`src/rtl/sc_score_keeper_if.sv`:
```
// sc_score_keeper_if: match event bus from the match serializer into the score keeper.
// Signals: match_en (valid match), match_dt (16-bit absolute timing error),
// miss (note expired unmatched), star_active (only when SC_STAR_POWER_EN is defined).
// master drives the bus, slave consumes it.
interface sc_score_keeper_if;
  logic        match_en;
  logic [15:0] match_dt;
  logic        miss;
`ifdef SC_STAR_POWER_EN
  logic        star_active;
  modport master(output match_en, match_dt, miss, star_active);
  modport slave(input match_en, match_dt, miss, star_active);
`else
  modport master(output match_en, match_dt, miss);
  modport slave(input match_en, match_dt, miss);
`endif
endinterface

```
`src/rtl/sc_score_keeper.sv`:
```
// sc_score_keeper: grades serialized matches by timing error and accumulates score/combo/multiplier.
// Ports: clk, rst_n (async active-low), clear (sync, same effect as reset),
// in_if (slave: match_en, match_dt, miss[, star_active]),
// score[23:0], combo[9:0], max_combo[9:0], multiplier[2:0], grade[1:0], grade_valid.
// Optional: define SC_STAR_POWER_EN to add star_active, which doubles hit points.
// Pipeline: stage 1 registers the grade, stage 2 accumulates.
module sc_score_keeper #(
  parameter logic [15:0] PERFECT_DT = 16'd20,
  parameter logic [15:0] GOOD_DT    = 16'd50,
  parameter logic [15:0] OK_DT      = 16'd100,
  parameter int unsigned PTS_PERFECT = 100,
  parameter int unsigned PTS_GOOD    = 50,
  parameter int unsigned PTS_OK      = 20,
  parameter int unsigned COMBO_STEP  = 10,
  parameter int unsigned MAX_MULT    = 4
) (
  input  logic                clk,
  input  logic                rst_n,
  input  logic                clear,
  sc_score_keeper_if.slave    in_if,
  output logic [23:0]         score,
  output logic [9:0]          combo,
  output logic [9:0]          max_combo,
  output logic [2:0]          multiplier,
  output logic [1:0]          grade,
  output logic                grade_valid
);
  function automatic logic [2:0] mult_of(input logic [9:0] c);
    int unsigned m;
    m = 1 + 32'(c) / COMBO_STEP;
    return 3'(m > MAX_MULT ? MAX_MULT : m);
  endfunction
  logic        ev_q, ev_d, miss1_q, miss1_d, star_q, star_d;
  logic [1:0]  grade1_q, grade1_d, g, grade_q, grade_d;
  logic [23:0] score_q, score_d;
  logic [9:0]  combo_q, combo_d, max_q, max_d, base_combo;
  logic [2:0]  mult_q, mult_d, mult_eff;
  logic        gv_q, gv_d, hit;
  logic [6:0]  base_pts;
  logic [10:0] pts_raw, pts;
  logic [24:0] sum;
  always_comb begin
    g = in_if.match_dt <= PERFECT_DT ? 2'd3 :
        in_if.match_dt <= GOOD_DT    ? 2'd2 :
        in_if.match_dt <= OK_DT      ? 2'd1 : 2'd0;
    ev_d     = !clear && (in_if.match_en || in_if.miss);
    // A miss pulse, or a match graded MISS, both break the combo before any hit in the event.
    miss1_d  = !clear && (in_if.miss || (in_if.match_en && g == 2'd0));
    grade1_d = (clear || !in_if.match_en) ? 2'd0 : g;
`ifdef SC_STAR_POWER_EN
    star_d   = !clear && in_if.star_active;
`else
    star_d   = 1'b0;
`endif
    // Points use the multiplier implied by the combo before this hit, so back-to-back
    // hits are not penalised by the one-cycle lag of the multiplier output register.
    base_combo = miss1_q ? 10'd0 : combo_q;
    hit        = ev_q && grade1_q != 2'd0;
    mult_eff   = mult_of(base_combo);
    base_pts   = grade1_q == 2'd3 ? 7'(PTS_PERFECT) :
                 grade1_q == 2'd2 ? 7'(PTS_GOOD) : 7'(PTS_OK);
    pts_raw    = 11'(base_pts) * 11'(mult_eff);
    pts        = star_q ? pts_raw << 1 : pts_raw;
    sum        = {1'b0, score_q} + 25'(pts);
    score_d = clear ? 24'd0 : hit ? (sum[24] ? 24'hFFFFFF : sum[23:0]) : score_q;
    combo_d = clear ? 10'd0 :
              hit   ? (base_combo == 10'd1023 ? 10'd1023 : base_combo + 10'd1) :
              ev_q  ? 10'd0 : combo_q;
    max_d   = clear ? 10'd0 : combo_d > max_q ? combo_d : max_q;
    mult_d  = clear ? 3'd1 : mult_of(combo_q);
    grade_d = clear ? 2'd0 : ev_q ? grade1_q : grade_q;
    gv_d    = !clear && ev_q;
  end
  always_ff @(posedge clk or negedge rst_n)
    if (!rst_n) begin
      ev_q     <= 1'b0;
      miss1_q  <= 1'b0;
      grade1_q <= 2'd0;
      star_q   <= 1'b0;
      score_q  <= 24'd0;
      combo_q  <= 10'd0;
      max_q    <= 10'd0;
      mult_q   <= 3'd1;
      grade_q  <= 2'd0;
      gv_q     <= 1'b0;
    end else begin
      ev_q     <= ev_d;
      miss1_q  <= miss1_d;
      grade1_q <= grade1_d;
      star_q   <= star_d;
      score_q  <= score_d;
      combo_q  <= combo_d;
      max_q    <= max_d;
      mult_q   <= mult_d;
      grade_q  <= grade_d;
      gv_q     <= gv_d;
    end
  assign score       = score_q;
  assign combo       = combo_q;
  assign max_combo   = max_q;
  assign multiplier  = mult_q;
  assign grade       = grade_q;
  assign grade_valid = gv_q;
endmodule

```
`src/flat_wrapper.sv`:
```
// flat-port wrapper written by rule: the top's interface ports become plain ports
module sc_score_keeper_flat 
#(
  parameter logic [15:0] PERFECT_DT = 16'd20,
  parameter logic [15:0] GOOD_DT    = 16'd50,
  parameter logic [15:0] OK_DT      = 16'd100,
  parameter int unsigned PTS_PERFECT = 100,
  parameter int unsigned PTS_GOOD    = 50,
  parameter int unsigned PTS_OK      = 20,
  parameter int unsigned COMBO_STEP  = 10,
  parameter int unsigned MAX_MULT    = 4
)
  (clk, rst_n, clear, score, combo, max_combo, multiplier, grade, grade_valid, in_if_match_en, in_if_match_dt, in_if_miss);
  sc_score_keeper_if in_if_i ();
  input  logic clk;
  input  logic rst_n;
  input  logic clear;
  output logic [23:0] score;
  output logic [9:0] combo;
  output logic [9:0] max_combo;
  output logic [2:0] multiplier;
  output logic [1:0] grade;
  output logic grade_valid;
  input wire logic [$bits(in_if_i.match_en)-1:0] in_if_match_en;
  input wire logic [$bits(in_if_i.match_dt)-1:0] in_if_match_dt;
  input wire logic [$bits(in_if_i.miss)-1:0] in_if_miss;
  assign in_if_i.match_en = in_if_match_en;
  assign in_if_i.match_dt = in_if_match_dt;
  assign in_if_i.miss = in_if_miss;
  sc_score_keeper #(.PERFECT_DT(PERFECT_DT), .GOOD_DT(GOOD_DT), .OK_DT(OK_DT), .PTS_PERFECT(PTS_PERFECT), .PTS_GOOD(PTS_GOOD), .PTS_OK(PTS_OK), .COMBO_STEP(COMBO_STEP), .MAX_MULT(MAX_MULT)) u_core (.clk(clk), .rst_n(rst_n), .clear(clear), .in_if(in_if_i), .score(score), .combo(combo), .max_combo(max_combo), .multiplier(multiplier), .grade(grade), .grade_valid(grade_valid));
endmodule
```
`config.mk`:
```
export PLATFORM = sky130hd
export DESIGN_NAME = sc_score_keeper_flat
export DESIGN_NICKNAME = d
export VERILOG_FILES = /design/src/rtl/sc_score_keeper_if.sv /design/src/rtl/sc_score_keeper.sv /design/src/flat_wrapper.sv
export SDC_FILE = /design/constraint.sdc
export NUM_CORES = 1
export LEC_CHECK = 0
export ABC_CLOCK_PERIOD_IN_PS = 15100
export CAP_MARGIN = 25
export CORE_MARGIN = 4
export CORE_UTILIZATION = 30
export DETAILED_ROUTE_END_ITERATION = 7
export MAX_ROUTING_LAYER = met4
export PLACE_DENSITY = 0.52
export SETUP_SLACK_MARGIN = 0.2
export SLEW_MARGIN = 10
export SYNTH_ARGS = -nofsm -noshare
export SYNTH_HDL_FRONTEND = slang
export SYNTH_SLANG_ARGS = --single-unit
```
`constraint.sdc`:
```
create_clock -name clk -period 15.1 [get_ports clk]
set_input_delay 3.02 -clock clk [delete_from_list [all_inputs] [get_ports clk]]
set_output_delay 3.02 -clock clk [all_outputs]
set_load 0.1 [all_outputs]
```
# After elaboration in Yosys (flattened, before gate mapping)
# Index checks and enable logic that the tools add are counted.
op_classes:
  mux: 21
  reduce_logical: 15
  n_eq_ne: 3
  magnitude_cmp: 6
  mul: 1
  n_div: 2
  n_addsub: 4
op_table:
  columns: ["cell", "count"]
  rows:
  - ["2-to-1 mux 24 bit", 3]
  - ["2-to-1 mux 10 bit", 7]
  - ["adder 1 x 32 -> 32 bit, first input constant", 2]
  - ["divider 10 x 4 -> 32 bit, second input constant", 2]
  - ["> comparator 32 x 3 -> 1 bit, second input constant", 2]
  - ["adder 24 x 10 -> 25 bit", 1]
  - ["less-or-equal comparator 16 x 5 -> 1 bit, second input constant", 1]
  - ["less-or-equal comparator 16 x 6 -> 1 bit, second input constant", 1]
  - ["less-or-equal comparator 16 x 7 -> 1 bit, second input constant", 1]
  - ["adder 10 x 1 -> 10 bit, second input constant", 1]
  - ["equality test 10 bit, second input constant", 1]
  - ["> comparator 10 bit", 1]
  - ["multiplier 7 x 3 -> 10 bit", 1]
  - ["2-to-1 mux 2 bit", 5]
  - ["2-to-1 mux 3 bit", 3]
  - ["nonzero test 2 bit", 4]
  - ["2-to-1 mux 7 bit", 1]
  - ["2-to-1 mux 6 bit", 1]
  - ["logical AND 1 bit", 5]
  - ["equality test 2 bit, second input constant", 2]
  - ["logical OR 1 bit", 3]
  - ["logical NOT 1 bit", 2]
  - ["logical NOT 2 bit", 1]
  - ["2-to-1 mux 1 bit", 1]
totals:
  inputBits: 21
  wordCells: 61
  ff_bits: 54

# Longest topological paths before layout
# Gate-level depths: netlist (run 1).
logic_depth:
  word_depth: 10
  depth_mapped: 49

# Worst setup path before layout (run 1)
# OpenSTA, ideal clock, no wires.
synth_timing:
  kind: "reg-to-reg"
  from: "register u_core.combo_q[7], in the netlist u_core.combo[7]"
  to: "register u_core.score_q[23], in the netlist u_core.score[23]"
  path_stages_with_launch: 45
  t_arrival_ns: 9.490
  slack_ns: 5.473
  required_ns: 14.963
  cell_sequence: "dfrtp_1 buf_2 buf_2 nor2_1 nor2_1 ha_1 nor2b_1 or3_1 a221o_1 nand2_2 nor3_4 mux2_4 a2111oi_2 o32ai_1 a21o_1 buf_6 nand4_1 nand4_1 [... 9 more ...] mux2_4 ha_1 fa_1 ha_1 a21o_1 a21o_1 a21o_1 a21oi_1 o21bai_1 a21oi_1 inv_1 a21oi_1 nor2_1 and3_1 and2_1 nand4_1 xor2_1 o21ai_0"
synth_via:
  elab_chain_len: 10
synth_lines:
  columns: ["element", "line", "source"]
  rows:
  - ["start, declared", "sc_score_keeper.sv:36", "logic [9:0] combo_q, combo_d, max_q, max_d, base_combo;"]
  - ["start signal, assigned", "sc_score_keeper.sv:92", "combo_q <= combo_d;"]
  - ["2-to-1 mux 10 bit (*)", "sc_score_keeper.sv:57", "base_combo = miss1_q ? 10'd0 : combo_q;"]
  - ["divider 10 x 4 -> 32 bit (*)", "sc_score_keeper.sv:30", "m = 1 + 32'(c) / COMBO_STEP;"]
  - ["adder 1 x 32 -> 32 bit (*)", "sc_score_keeper.sv:30", null]
  - ["> comparator 32 x 3 -> 1 bit", "sc_score_keeper.sv:31", "return 3'(m > MAX_MULT ? MAX_MULT : m);"]
  - ["2-to-1 mux 3 bit (*)", "sc_score_keeper.sv:31", null]
  - ["multiplier 7 x 3 -> 10 bit (*)", "sc_score_keeper.sv:62", "pts_raw = 11'(base_pts) * 11'(mult_eff);"]
  - ["adder 24 x 10 -> 25 bit (*)", "sc_score_keeper.sv:64", "sum = {1'b0, score_q} + 25'(pts);"]
  - ["2-to-1 mux 24 bit (*) (3 in a row)", "sc_score_keeper.sv:65", "score_d = clear ? 24'd0 : hit ? (sum[24] ? 24'hFFFFFF : sum[23:0]) : score_q;"]
  - ["end signal, assigned", "sc_score_keeper.sv:91", "score_q <= score_d;"]
  - ["end, declared", "sc_score_keeper.sv:35", "logic [23:0] score_q, score_d;"]
# Every way passes the cells marked *; elsewhere a longest branch is shown, timed or not. The select of a mux whose other input is x is not followed.
# A chain may end at the register's enable or synchronous reset.

# Worst setup path in the final report (run 1)
layout_timing:
  from: "register u_core.miss1_q"
  to: "register u_core.score_q[21], in the netlist u_core.score[21]"
layout_via:
  elab_chain_len: 10
layout_lines:
  columns: ["element", "line", "source"]
  rows:
  - ["start, declared", "sc_score_keeper.sv:33", "logic ev_q, ev_d, miss1_q, miss1_d, star_q, star_d;"]
  - ["start signal, assigned", "sc_score_keeper.sv:88", "miss1_q <= miss1_d;"]
  - ["2-to-1 mux 10 bit (*)", "sc_score_keeper.sv:57", null]
  - ["divider 10 x 4 -> 32 bit (*)", "sc_score_keeper.sv:30", null]
  - ["adder 1 x 32 -> 32 bit (*)", "sc_score_keeper.sv:30", null]
  - ["> comparator 32 x 3 -> 1 bit", "sc_score_keeper.sv:31", null]
  - ["2-to-1 mux 3 bit (*)", "sc_score_keeper.sv:31", null]
  - ["multiplier 7 x 3 -> 10 bit (*)", "sc_score_keeper.sv:62", null]
  - ["adder 24 x 10 -> 25 bit (*)", "sc_score_keeper.sv:64", null]
  - ["2-to-1 mux 24 bit (*) (3 in a row)", "sc_score_keeper.sv:65", null]
# Marked as above.

==> results of run 1 <==
-- path summary, 6_finish.rpt --
kind                                        to  slack (ns)
max in group asynchronous  u_core.max_combo[2]       11.76
min in group asynchronous      u_core.score[6]        2.83
min reg2reg                u_core.max_combo[8]        0.53
max reg2reg                   u_core.score[21]        4.52
min                        u_core.max_combo[8]        0.53
max                           u_core.score[21]        4.52
-- kinds of logic after synthesis --
| group | share of synthesized area (%) |
|---|---|
| AO/OA/AOI/OAI | 27.81 |
| multiplexers | 4.242 |
| AND/OR/NAND/NOR | 28.11 |
| flip-flops | 20.38 |
| XOR/XNOR | 3.431 |
| buffers and inverters | 6.448 |
| adder cells (fa/ha/maj) | 9.578 |
-- power groups by stage --
stage	Combinational, mW	Clock, mW	Sequential [mW]
final	0.0432	0.126	0.150
after global routing	0.0470	0.135	0.150
after CTS	0.0439	0.131	0.150
after detailed placement	0.0437	0	0.153
after global placement	0.0437	0	0.152
after floorplan	0.0116	0	0.167
-- Yosys cell counts, types with 12 or more instances --
cell type | instances | share of area, %
inv_1 | 50 | 2.8
nand2_1 | 71 | 4.0
a21o_1 | 15 | 1.7
nand3_1 | 33 | 2.5
xnor2_1 | 17 | 2.2
dfrtp_1 | 53 | 20
clkbuf_1 | 29 | 1.6
ha_1 | 34 | 6.4
nor4_1 | 16 | 1.5
a21oi_1 | 63 | 4.8
nand2b_1 | 12 | 1.1
mux2i_1 | 17 | 2.6
nand4_1 | 15 | 1.4
buf_2 | 12 | 0.91
o21ai_0 | 61 | 4.6
nor3_1 | 32 | 2.4
nor2_1 | 96 | 5.4
nor2b_1 | 16 | 1.5
and3_1 | 12 | 1.1
-- cell type report --
type	count	area share, %
inverter	52	2.531
sequential	54	17.54
timing repair buffer	84	10.35
tap	280	4.543
clock inverter	3	0.3731
clock buffer	5	1.622
multi-input combinational	730	63.04
-- critical path: cells and delay by family (launching register included) --
family	cells	cell delay, ns
AOI/OAI and AO/OA	15	2.88
and+or+nand+nor	13	3.27
xor gates and xnor gates	2	0.46
adders and majority gates	6	2.16
DFF	1	0.79
buffers and inverters	2	0.18
muxes	2	0.65
-- routing by layer --
metal	part of all wire, %	GRT usage (%)
met1	47	24.23
met2	44	27.51
met3	7.0	3.623
met4	1.7	4.504
met5	0	-
-- metrics by stage --
step,std cells,setup slack (ns)
after floorplan,886,5.473
after global placement,1199,4.651
after detailed placement,1199,4.512
after CTS,1207,4.511
after global routing,1208,3.290
final,1208,4.524
-- flip-flops by register name, indices dropped and copies added, names as in the netlist --
| register | count |
|---|---|
| u_core.miss1_q | 1 |
| u_core.combo | 10 |
| u_core.grade1_q | 2 |
| u_core.score | 24 |
| u_core.multiplier | 3 |
| u_core.ev_q | 1 |
| u_core.max_combo | 10 |
| u_core.grade | 2 |
| u_core.grade_valid | 1 |
==> results.md, run 1 <==
- Outcome: finished clean
- Seq pwr share: a little under half
- CTS Buffer Depth: 2
- Crit path from: u_core.miss1_q
- Initial Util: between 30 and 40%
- Syn Area/Cell: ~7.5 µm²
- DP Area: 7553 µm²
- Area of the multi-input gates: between 4000 and 5000 µm²
- Vias in the first global route: around 6600
- Seq/Total Area, Yosys: 20.38%
- Async SR Flop Fraction: between 90% and 100%
- TritonCTS clock tree: yes
- CP arrival: approximately 11 ns
- Top_reg_cell synth: dfrtp_1
- Worst stage delay on the critical path: 0.79 ns
- I/O pins: 71
- Sw Ratio: between 20% and 30%
- Critical-path top delay cell: dfrtp_1
- Peak Freq: approximately 95 MHz
- Via-to-Cell Ratio: 5.648
- Global-route wire length before repair: around 35000 µm
- WL/cell: approximately 18 µm
- Synth Net Count: 949
- # diodes: 0
- Final hold vios: 0
- Combinational power share: approximately 14%
- Sequential cell area: roughly 1400 µm²
- Pwr dens: 41.33 nW/µm²
- Post-CTS Hold Buffers: 0
- Post-synth EDFFs: 0
- CTS Buf Count: 5
- Ys Warns: 0
- Rows: 54
- Min Tclk post-route: roughly 11 ns
- Clock Power Share: a little under 40%
- Initial DRC count: 606
- Initial antenna violation count: 0
- Hold Path Class: flip-flop to flip-flop
- Skew final: just over 0.008 ns
- GR Overflow Total: 0
- Die W: 156.7 µm
- Area Overhead vs Synth: 16.21%
- Max-Cap Viols: 0
- Critical R2R Launch: u_core.miss1_q
- Period utilisation layout: 70.04%
- Post-CTS Resized: 0
- Hold Path Stages: 2
- Post-Syn Area: 6636 µm²
- Gr usage total: approximately 18%
- Most common cell after layout, fill and taps aside: nor2_1
- Final setup vio count: 0
- Fraction of layout cells with a size suffix above 1: under 10%
- DRC Markers: 0
- CTS root buf: clkbuf_16
- DRT antenna net count: 0
- Routed vias: between 6000 and 7000
- Worst Reg-to-Reg Cells: 40
- CP startpoint kind: flip-flop
- Worst VDD drop: 0.04162 mV
- WP data required: roughly 15 ns
- Seq cells post-synth: 54
- Total Wirelength: about 21000 µm
- First-pass DRT Iterations: 5
- Design area: about 7700 µm²
- Synth cell types: slightly below 100
- Setup Fix Bufs, Post-CTS: 0
- Pleak: roughly 3.3 nW
- Crit end category: flip-flop
- RSZ-0062 raised after global routing: no
- Largest net degree at the start of global routing: 55
- Die H: between 150 and 200 µm
- Most frequent cells in the layout: 96 x nor2_1, 71 x nand2_1, 69 x clkdlybuf4s50_1, 63 x a21oi_1, 60 x o21ai_0
- Worst Hold Margin: roughly 0.53 ns
- HP Start: u_core.max_combo[8]
- Crit path top cell by count: a21oi_1
- End-of-flow core utilization: between 30 and 40%
- Clk Latency, worst-skew pair: slightly above 0.3 ns
- Slew @ Worst Pin: about 1.0 ns
- Final #Nets: 990
- H-tree depth: 2
- DP HPWL: 15840 µm
- Class of the most critical setup path: flip-flop to flip-flop
- Worst Path Max Fanout: 20
- Design Power: between 0.3 and 0.4 mW
- Net Switching: between 0.09 and 0.1 mW
- Clk sink count: 54
- Relative slew slack: a little under a third
- Cell-internal power: 0.2232 mW
- Max Slew Vio Count: 0
- Synthesized netlist cell count: 886
- Clock transition at path regs: roughly 0.08 ns
- Layout fillers: about 2300
- Area of the core: roughly 22000 µm²
- Port Buffer Count: 70
- Die ar.: around 25000 µm²
- Global placer's final weighted congestion: a little over 0.9
- Setup_tns: 0 ns
(Power assumes the default switching activity.)
==> run 2, diff against run 1 <==
--- a/config.mk
+++ b/config.mk
@@ -5,13 +5,13 @@
 export SDC_FILE = /design/constraint.sdc
 export NUM_CORES = 1
 export LEC_CHECK = 0
-export ABC_CLOCK_PERIOD_IN_PS = 15100
+export ABC_CLOCK_PERIOD_IN_PS = 8700
 export CAP_MARGIN = 25
 export CORE_MARGIN = 4
 export CORE_UTILIZATION = 30
 export DETAILED_ROUTE_END_ITERATION = 7
 export MAX_ROUTING_LAYER = met4
-export PLACE_DENSITY = 0.52
+export PLACE_DENSITY = 0.53
 export SETUP_SLACK_MARGIN = 0.2
 export SLEW_MARGIN = 10
 export SYNTH_ARGS = -nofsm -noshare
==> constraint.sdc (replaced) <==
create_clock -name clk -period 8.7 [get_ports clk]
set_input_delay 1.74 -clock clk [delete_from_list [all_inputs] [get_ports clk]]
set_output_delay 1.74 -clock clk [all_outputs]
set_load 0.1 [all_outputs]
==> run 2 against run 1 <==
Against the previous run:
- sequential power increased by 73%
- clock-buffer cell count unchanged
- hold slack improved by 0.0029 ns
- via count increased by 2.8%
- utilization increased by 3.9 points
- combinational power increased by 79%
- global-route usage increased by 0.12 points
- largest power group unchanged
==> results.md, run 2 (synthesis gave the netlist of run 1 again) <==
- Outcome: finished clean (unchanged)
- CP startpoint kind: flip-flop (unchanged)
- DRT antenna net count: 0 (unchanged)
- Seq pwr share: 44.6% (was 46.9%)
- CP arrival: 8.61 ns (was 10.73 ns)
- GR Overflow Total: 0 (unchanged)
- CTS Buf Count: 5 (unchanged)
- Relative slew slack: 30.22% (was 31.06%)
- Die W: 156.7 µm (unchanged)
- CTS Buffer Depth: 2 (unchanged)
- I/O pins: 71 (unchanged)
- Pleak: 3.569 nW (was 3.260 nW)
- End-of-flow core utilization: 39.20% (was 35.34%)
- Crit end category: flip-flop (unchanged)
- Gr usage total: 18.05% (was 17.93%)
- Global-route wire length before repair: 35610 µm (was 35180 µm)
- Fin cells: 1256 (was 1208)
- Cell-internal power: 0.4160 mW (was 0.2232 mW)
- CP delay by family, top: simple AND/OR/NAND/NOR gates (unchanged)
- Worst Path Max Fanout: 7 (was 20)
- Initial antenna violation count: 0 (unchanged)
- Max-Cap Viols: 0 (unchanged)
- Die H: 156.7 µm (unchanged)
- Pwr dens: 67.81 nW/µm² (was 41.33 nW/µm²)
- Rows: 54 (unchanged)
- RSZ-0062 raised after global routing: yes (was no)
- Vias in the first global route: 6888 (was 6635)
- Clk Latency, worst-skew pair: 0.31 ns (about the same)
- Design area: 8554 µm² (was 7712 µm²)
- Setup_tns: 0 ns (unchanged)
- Port Buffer Count: 70 (unchanged)
- Initial Util: 30.41% (unchanged)
- Total Wirelength: 21660 µm (was 21250 µm)
- First-pass DRT Iterations: 5 (unchanged)
- Worst stage delay on the critical path: 0.55 ns (was 0.79 ns)
- Area Overhead vs Synth: 28.90% (was 16.21%)
- Via-to-Cell Ratio: 5.586 (was 5.648)
- Skew final: 0.008309 ns (was 0.008131 ns)
- Final #Nets: 1038 (was 990)
- Die ar.: 24560 µm² (unchanged)
- Period utilisation layout: 96.93% (was 70.04%)
- WL/cell: 17.24 µm (was 17.59 µm)
- Clock Power Share: 42.1% (was 39.5%)
- Min Tclk post-route: 8.433 ns (was 10.58 ns)
- Routed vias: 7016 (was 6823)
- DRC Markers: 0 (unchanged)
- CTS root buf: clkbuf_16 (unchanged)
- Final hold vios: 0 (unchanged)
- Final setup vio count: 0 (unchanged)
- Class of the most critical setup path: flip-flop to flip-flop (unchanged)
- Critical-path top delay cell: or4_4 (was dfrtp_1)
- Fraction of layout cells with a size suffix above 1: 17.93% (was 7.328%)
- Most common cell after layout, fill and taps aside: nor2_1 (unchanged)
- DP Area: 7988 µm² (was 7553 µm²)
- Most frequent cells in the layout: 87 x nor2_1, 69 x nand2_1, 69 x clkdlybuf4s50_1, 56 x a21oi_1, 54 x o21ai_0 (was 96 x nor2_1, 71 x nand2_1, 69 x clkdlybuf4s50_1, 63 x a21oi_1, 60 x o21ai_0)
- Area of the core: 21820 µm² (unchanged)
- Peak Freq: 118.6 MHz (was 94.55 MHz)
- Max FFs per register: 24 (unchanged)
- Buffers and inverters on the worst path: 3 (was 2)
- Hold Path Class: flip-flop to flip-flop (unchanged)
- WP data required: 8.88 ns (was 15.25 ns)
- Clock transition at path regs: 0.07 ns (was 0.08 ns)
- Largest net degree at the start of global routing: 55 (unchanged)
- Design Power: 0.5800 mW (was 0.3188 mW)
- TritonCTS clock tree: yes (unchanged)
- Sw Ratio: 28.27% (was 29.98%)
- Worst VDD drop: 0.07358 mV (was 0.04162 mV)
- DP HPWL: 16140 µm (was 15840 µm)
- Slew @ Worst Pin: 1.043 ns (was 1.031 ns)
- Max Slew Vio Count: 0 (unchanged)
- Net Switching: 0.1640 mW (was 0.09557 mW)
- # diodes: 0 (unchanged)
- H-tree depth: 2 (unchanged)
- Clk sink count: 54 (unchanged)
- Inst Count DP: 1232 (was 1199)
- Global placer's final weighted congestion: 0.9284 (was 0.9123)
- Combinational power share: 13.3% (was 13.6%)
- Initial DRC count: 387 (was 606)
## run 2: cell count changes in the layout (fill, tap and decap cells not counted), sizes merged
cell | before | now
bufinv | 0 | 1
nand2 | 73 | 74
clkbuf | 5 | 6
clkinvlp | 0 | 1
buf | 15 | 61
clkinv | 3 | 1
## run 2: final timing paths
check | start | end | slack, ns | cells after the start
min in group asynchronous | rst_n | u_core.multiplier[1] | 1.53 | 2
setup / recovery | u_core.combo[7] | u_core.score[19] | 0.27 | 42
max in group asynchronous | rst_n | u_core.combo[8] | 6.56 | 2
setup reg to reg | u_core.combo[7] | u_core.score[19] | 0.27 | 42
hold reg to reg | u_core.max_combo[0] | u_core.max_combo[0] | 0.53 | 2
hold / removal | u_core.max_combo[0] | u_core.max_combo[0] | 0.53 | 2
## run 2: what timing repair did
action | 4_1_cts | 5_1_grt
pin swaps | 1 | 27
endpoints found under the hold margin | 0 | 0
cloned | 0 | 3
endpoints found under the setup margin | 24 | 24
resized for setup | 10 | 45
buffers inserted | 0 | 13
hold buffers | 0 | 0
## run 2: per-stage QoR
step	worst slack (ns)	hold slack [ns]
floorplan	-0.07288	0.6688
detailed placement	0.03320	0.5100
finish	0.2673	0.5333
global placement	0.1206	0.5097
global route	-0.1844	0.5656
CTS	0.2086	0.5432
## run 2: final cells by class
type / instances / area, µm²
multi-input cells: 731 / 5245
fillers: 2283 / 13270
clock buffers: 5 / 125.1
clock inverters: 3 / 47.55
repair buffers: 131 / 1225
flip-flops and latches: 54 / 1363
inverters: 52 / 198.9
well taps: 280 / 350.3
## run 2: routing by layer
layer	track usage, %	up-vias	share of wire (%)
met5	-	-	0
met4	4.256	0	1.5
met3	2.683	20	4.9
met2	28.82	208	46
met1	24.18	3327	47
li1	-	3461	-
## run 2: power groups by stage
stage / clock network (mW) / logic, mW / registers (mW)
after CTS: 0.255 / 0.0783 / 0.258
after floorplan: 0 / 0.0202 / 0.290
final: 0.244 / 0.0773 / 0.259
after global placement: 0 / 0.0777 / 0.263
after detailed placement: 0 / 0.0779 / 0.263
after global routing: 0.263 / 0.0836 / 0.259
## run 2: worst register-to-register path: cells and delay by family, from the launching register on
kind            cells  cell delay, ns
xor+xnor            1            0.15
compound gates     11            2.00
fa+ha+maj           6            1.66
buf+inv             3            0.30
flops               1            0.49
mux                 2            0.51
simple gates       19            3.22
==> run 3, diff against run 2 <==
--- a/config.mk
+++ b/config.mk
@@ -11,7 +11,7 @@
 export CORE_UTILIZATION = 30
 export DETAILED_ROUTE_END_ITERATION = 7
 export MAX_ROUTING_LAYER = met4
-export PLACE_DENSITY = 0.53
+export PLACE_DENSITY_LB_ADDON = 0.15
 export SETUP_SLACK_MARGIN = 0.2
 export SLEW_MARGIN = 10
 export SYNTH_ARGS = -nofsm -noshare
==> constraint.sdc (replaced) <==
create_clock -name clk -period 8.7 [get_ports clk]
set_input_delay 1.305 -clock clk [delete_from_list [all_inputs] [get_ports clk]]
set_output_delay 1.305 -clock clk [all_outputs]
set_load 0.1 [all_outputs]
==> run 3 against run 2 <==
Against the previous run:
- register-to-register slack barely moved
- die area unchanged
- first-iteration DRC count grew 5.9%
- maximum frequency about the same
- utilization barely moved
- combinational power is 0.5% higher
- sequential cell count unchanged
- total power is 4.0% lower
==> results.md, run 3 (synthesis gave the netlist of run 1 again) <==
- Outcome: finished clean (unchanged)
- Max-Cap Viols: 0 (unchanged)
- CTS Buffer Depth: 2 (unchanged)
- Initial antenna violation count: 0 (unchanged)
- Area Overhead vs Synth: 29.05% (was 28.90%)
- Max FFs per register: 24 (unchanged)
- Crit end category: flip-flop (unchanged)
- Most frequent cells in the layout: 87 x nor2_1, 70 x nand2_1, 69 x clkdlybuf4s50_1, 61 x buf_4 (was 87 x nor2_1, 69 x nand2_1, 69 x clkdlybuf4s50_1, 56 x a21oi_1, 54 x o21ai_0)
- Slew @ Worst Pin: 1.018 ns (was 1.043 ns)
- Worst stage delay on the critical path: 0.55 ns (about the same)
- DP HPWL: 15930 µm (was 16140 µm)
- Initial DRC count: 410 (was 387)
- Place WS: 0.07001 ns (was 0.03320 ns)
- # diodes: 0 (unchanged)
- WL/cell: 17.05 µm (was 17.24 µm)
- First-pass DRT Iterations: 4 (was 5)
- Clk Latency, worst-skew pair: 0.32 ns (was 0.31 ns)
- Period utilisation layout: 96.84% (was 96.93%)
- Clock transition at path regs: 0.08 ns (was 0.07 ns)
- Critical R2R Launch: u_core.combo[7] (unchanged)
- Combinational power share: 13.9% (was 13.3%)
- Sequential cell area: 1363 µm² (unchanged)
- I/O pins: 71 (unchanged)
- CTS root buf: clkbuf_16 (unchanged)
- Vias in the first global route: 6760 (was 6888)
- Area of the core: 21820 µm² (unchanged)
- CP startpoint kind: flip-flop (unchanged)
- TritonCTS clock tree: yes (unchanged)
- Global-route wire length before repair: 34850 µm (was 35610 µm)
- Rows: 54 (unchanged)
- Total Wirelength: 21480 µm (was 21660 µm)
- Pleak: 3.571 nW (was 3.569 nW)
- Max Slew Vio Count: 0 (unchanged)
- Most common cell after layout, fill and taps aside: nor2_1 (unchanged)
- GR Overflow Total: 0 (unchanged)
- Class of the most critical setup path: flip-flop to flip-flop (unchanged)
- Gr usage total: 17.60% (was 18.05%)
- Skew final: 0.01224 ns (was 0.008309 ns)
- WP data required: 8.90 ns (was 8.88 ns)
- RSZ-0062 raised after global routing: yes (unchanged)
- Layout fillers: 2280 (was 2283)
- Via-to-Cell Ratio: 5.572 (was 5.586)
- Worst Reg-to-Reg Cells: 43 (was 42)
- Clock Power Share: 39.6% (was 42.1%)
- R2r endpoint: u_core.score[23] (was u_core.score[19])
- End-of-flow core utilization: 39.24% (was 39.20%)
- Initial Util: 30.41% (unchanged)
- Setup WS post-layout: 0.2753 ns (was 0.2673 ns)
- CTS Buf Count: 5 (unchanged)
- Global placer's final weighted congestion: 0.8967 (was 0.9284)
- Reg2Reg Setup Slack: 0.28 ns (was 0.27 ns)
- Final #Nets: 1042 (was 1038)
- Relative slew slack: 31.91% (was 30.22%)
- Hold Path Class: flip-flop to flip-flop (unchanged)
- CP arrival: 8.62 ns (was 8.61 ns)
- Critical-path top delay cell: or4_4 (unchanged)
- Fraction of layout cells with a size suffix above 1: 18.47% (was 17.93%)
- DRT antenna net count: 0 (unchanged)
- Worst VDD drop: 0.09833 mV (was 0.07358 mV)
- Area of the multi-input gates: 5266 µm² (was 5245 µm²)
- Peak Freq: 118.7 MHz (was 118.6 MHz)
- Hold Path Stages: 2 (unchanged)
- Die ar.: 24560 µm² (unchanged)
- Sw Ratio: 30.18% (was 28.27%)
- Min Tclk post-route: 8.425 ns (was 8.433 ns)
- Die H: 156.7 µm (unchanged)
- Final hold vios: 0 (unchanged)
- Seq pwr share: 46.4% (was 44.6%)
- Net Switching: 0.1681 mW (was 0.1640 mW)
- Endpoint, Worst Hold: u_core.max_combo[0] (unchanged)
- Largest net degree at the start of global routing: 55 (unchanged)
- Pwr dens: 65.04 nW/µm² (was 67.81 nW/µm²)
- DRC Markers: 0 (unchanged)
- H-tree depth: 2 (unchanged)
- HP Start: u_core.max_combo[0] (unchanged)
- Port Buffer Count: 70 (unchanged)
- Worst Path Max Fanout: 9 (was 7)
- Die W: 156.7 µm (unchanged)
- Post-CTS Hold Buffers: 0 (unchanged)
- Clk sink count: 54 (unchanged)
- Final setup vio count: 0 (unchanged)
- Routed vias: 7021 (was 7016)
- Cell-internal power: 0.3889 mW (was 0.4160 mW)
## run 3: metrics by stage
step	total power, mW	TNS [ns]	cells	area (µm²)	hold slack, ns
after floorplan	0.3103	-0.1921	886	6825	0.6688
after global placement	0.3412	0	1233	8010	0.5052
after detailed placement	0.3412	0	1233	8010	0.5096
after CTS	0.5640	0	1242	8189	0.5341
after global routing	0.5809	-1.028	1260	8564	0.5504
final	0.5570	0	1260	8564	0.5252
## run 3: per-layer routing
layer | GRT usage (%) | vias to the layer above | part of all wire (%) | wire length, µm
li1 | - | 3445 | - | -
met1 | 24.40 | 3349 | 48 | 10310
met2 | 27.21 | 197 | 45 | 9765
met3 | 2.268 | 30 | 4.5 | 974
met4 | 4.463 | 0 | 2.0 | 431
met5 | - | - | 0 | 0
## run 3: power by group through the flow
stage	Sequential (mW)	Combinational, mW	Clock, mW
after floorplan	0.290	0.0202	0
after global placement	0.264	0.0774	0
after detailed placement	0.264	0.0775	0
after CTS	0.259	0.0779	0.227
after global routing	0.260	0.0840	0.237
final	0.259	0.0777	0.221
## run 3: cell type report
class / count / area share (%)
clock buffer: 5 / 1.461
clock inverter: 3 / 0.3360
inverter: 52 / 2.279
multi-input combinational: 730 / 61.49
sequential: 54 / 15.91
tap: 280 / 4.091
timing repair buffer: 136 / 14.43
## run 3: repair_timing
item	CTS	global route
buffers inserted	1	18
gates resized for setup	5	51
pin swaps	0	33
endpoints found under the setup margin	23	24
## run 3: worst max-delay path by stage
stage	from	end	slack (ns)
global route	u_core.miss1_q	u_core.score[23]	-0.16
detailed placement	u_core.combo[8]	u_core.score[23]	0.07
finish	u_core.combo[7]	u_core.score[23]	0.28
floorplan	u_core.combo[8]	u_core.score[23]	-0.07
global placement	u_core.miss1_q	u_core.score[23]	0.17
CTS	u_core.combo[8]	u_core.score[20]	0.20
## run 3: worst max-delay path: cells and delay by family, from the launching register on
family / cells / cell delay [ns]
simple gates: 17 / 2.73
xor+xnor: 2 / 0.35
fa+ha+maj: 6 / 1.52
compound gates: 13 / 2.57
mux: 1 / 0.17
flops: 1 / 0.50
buf+inv: 4 / 0.44
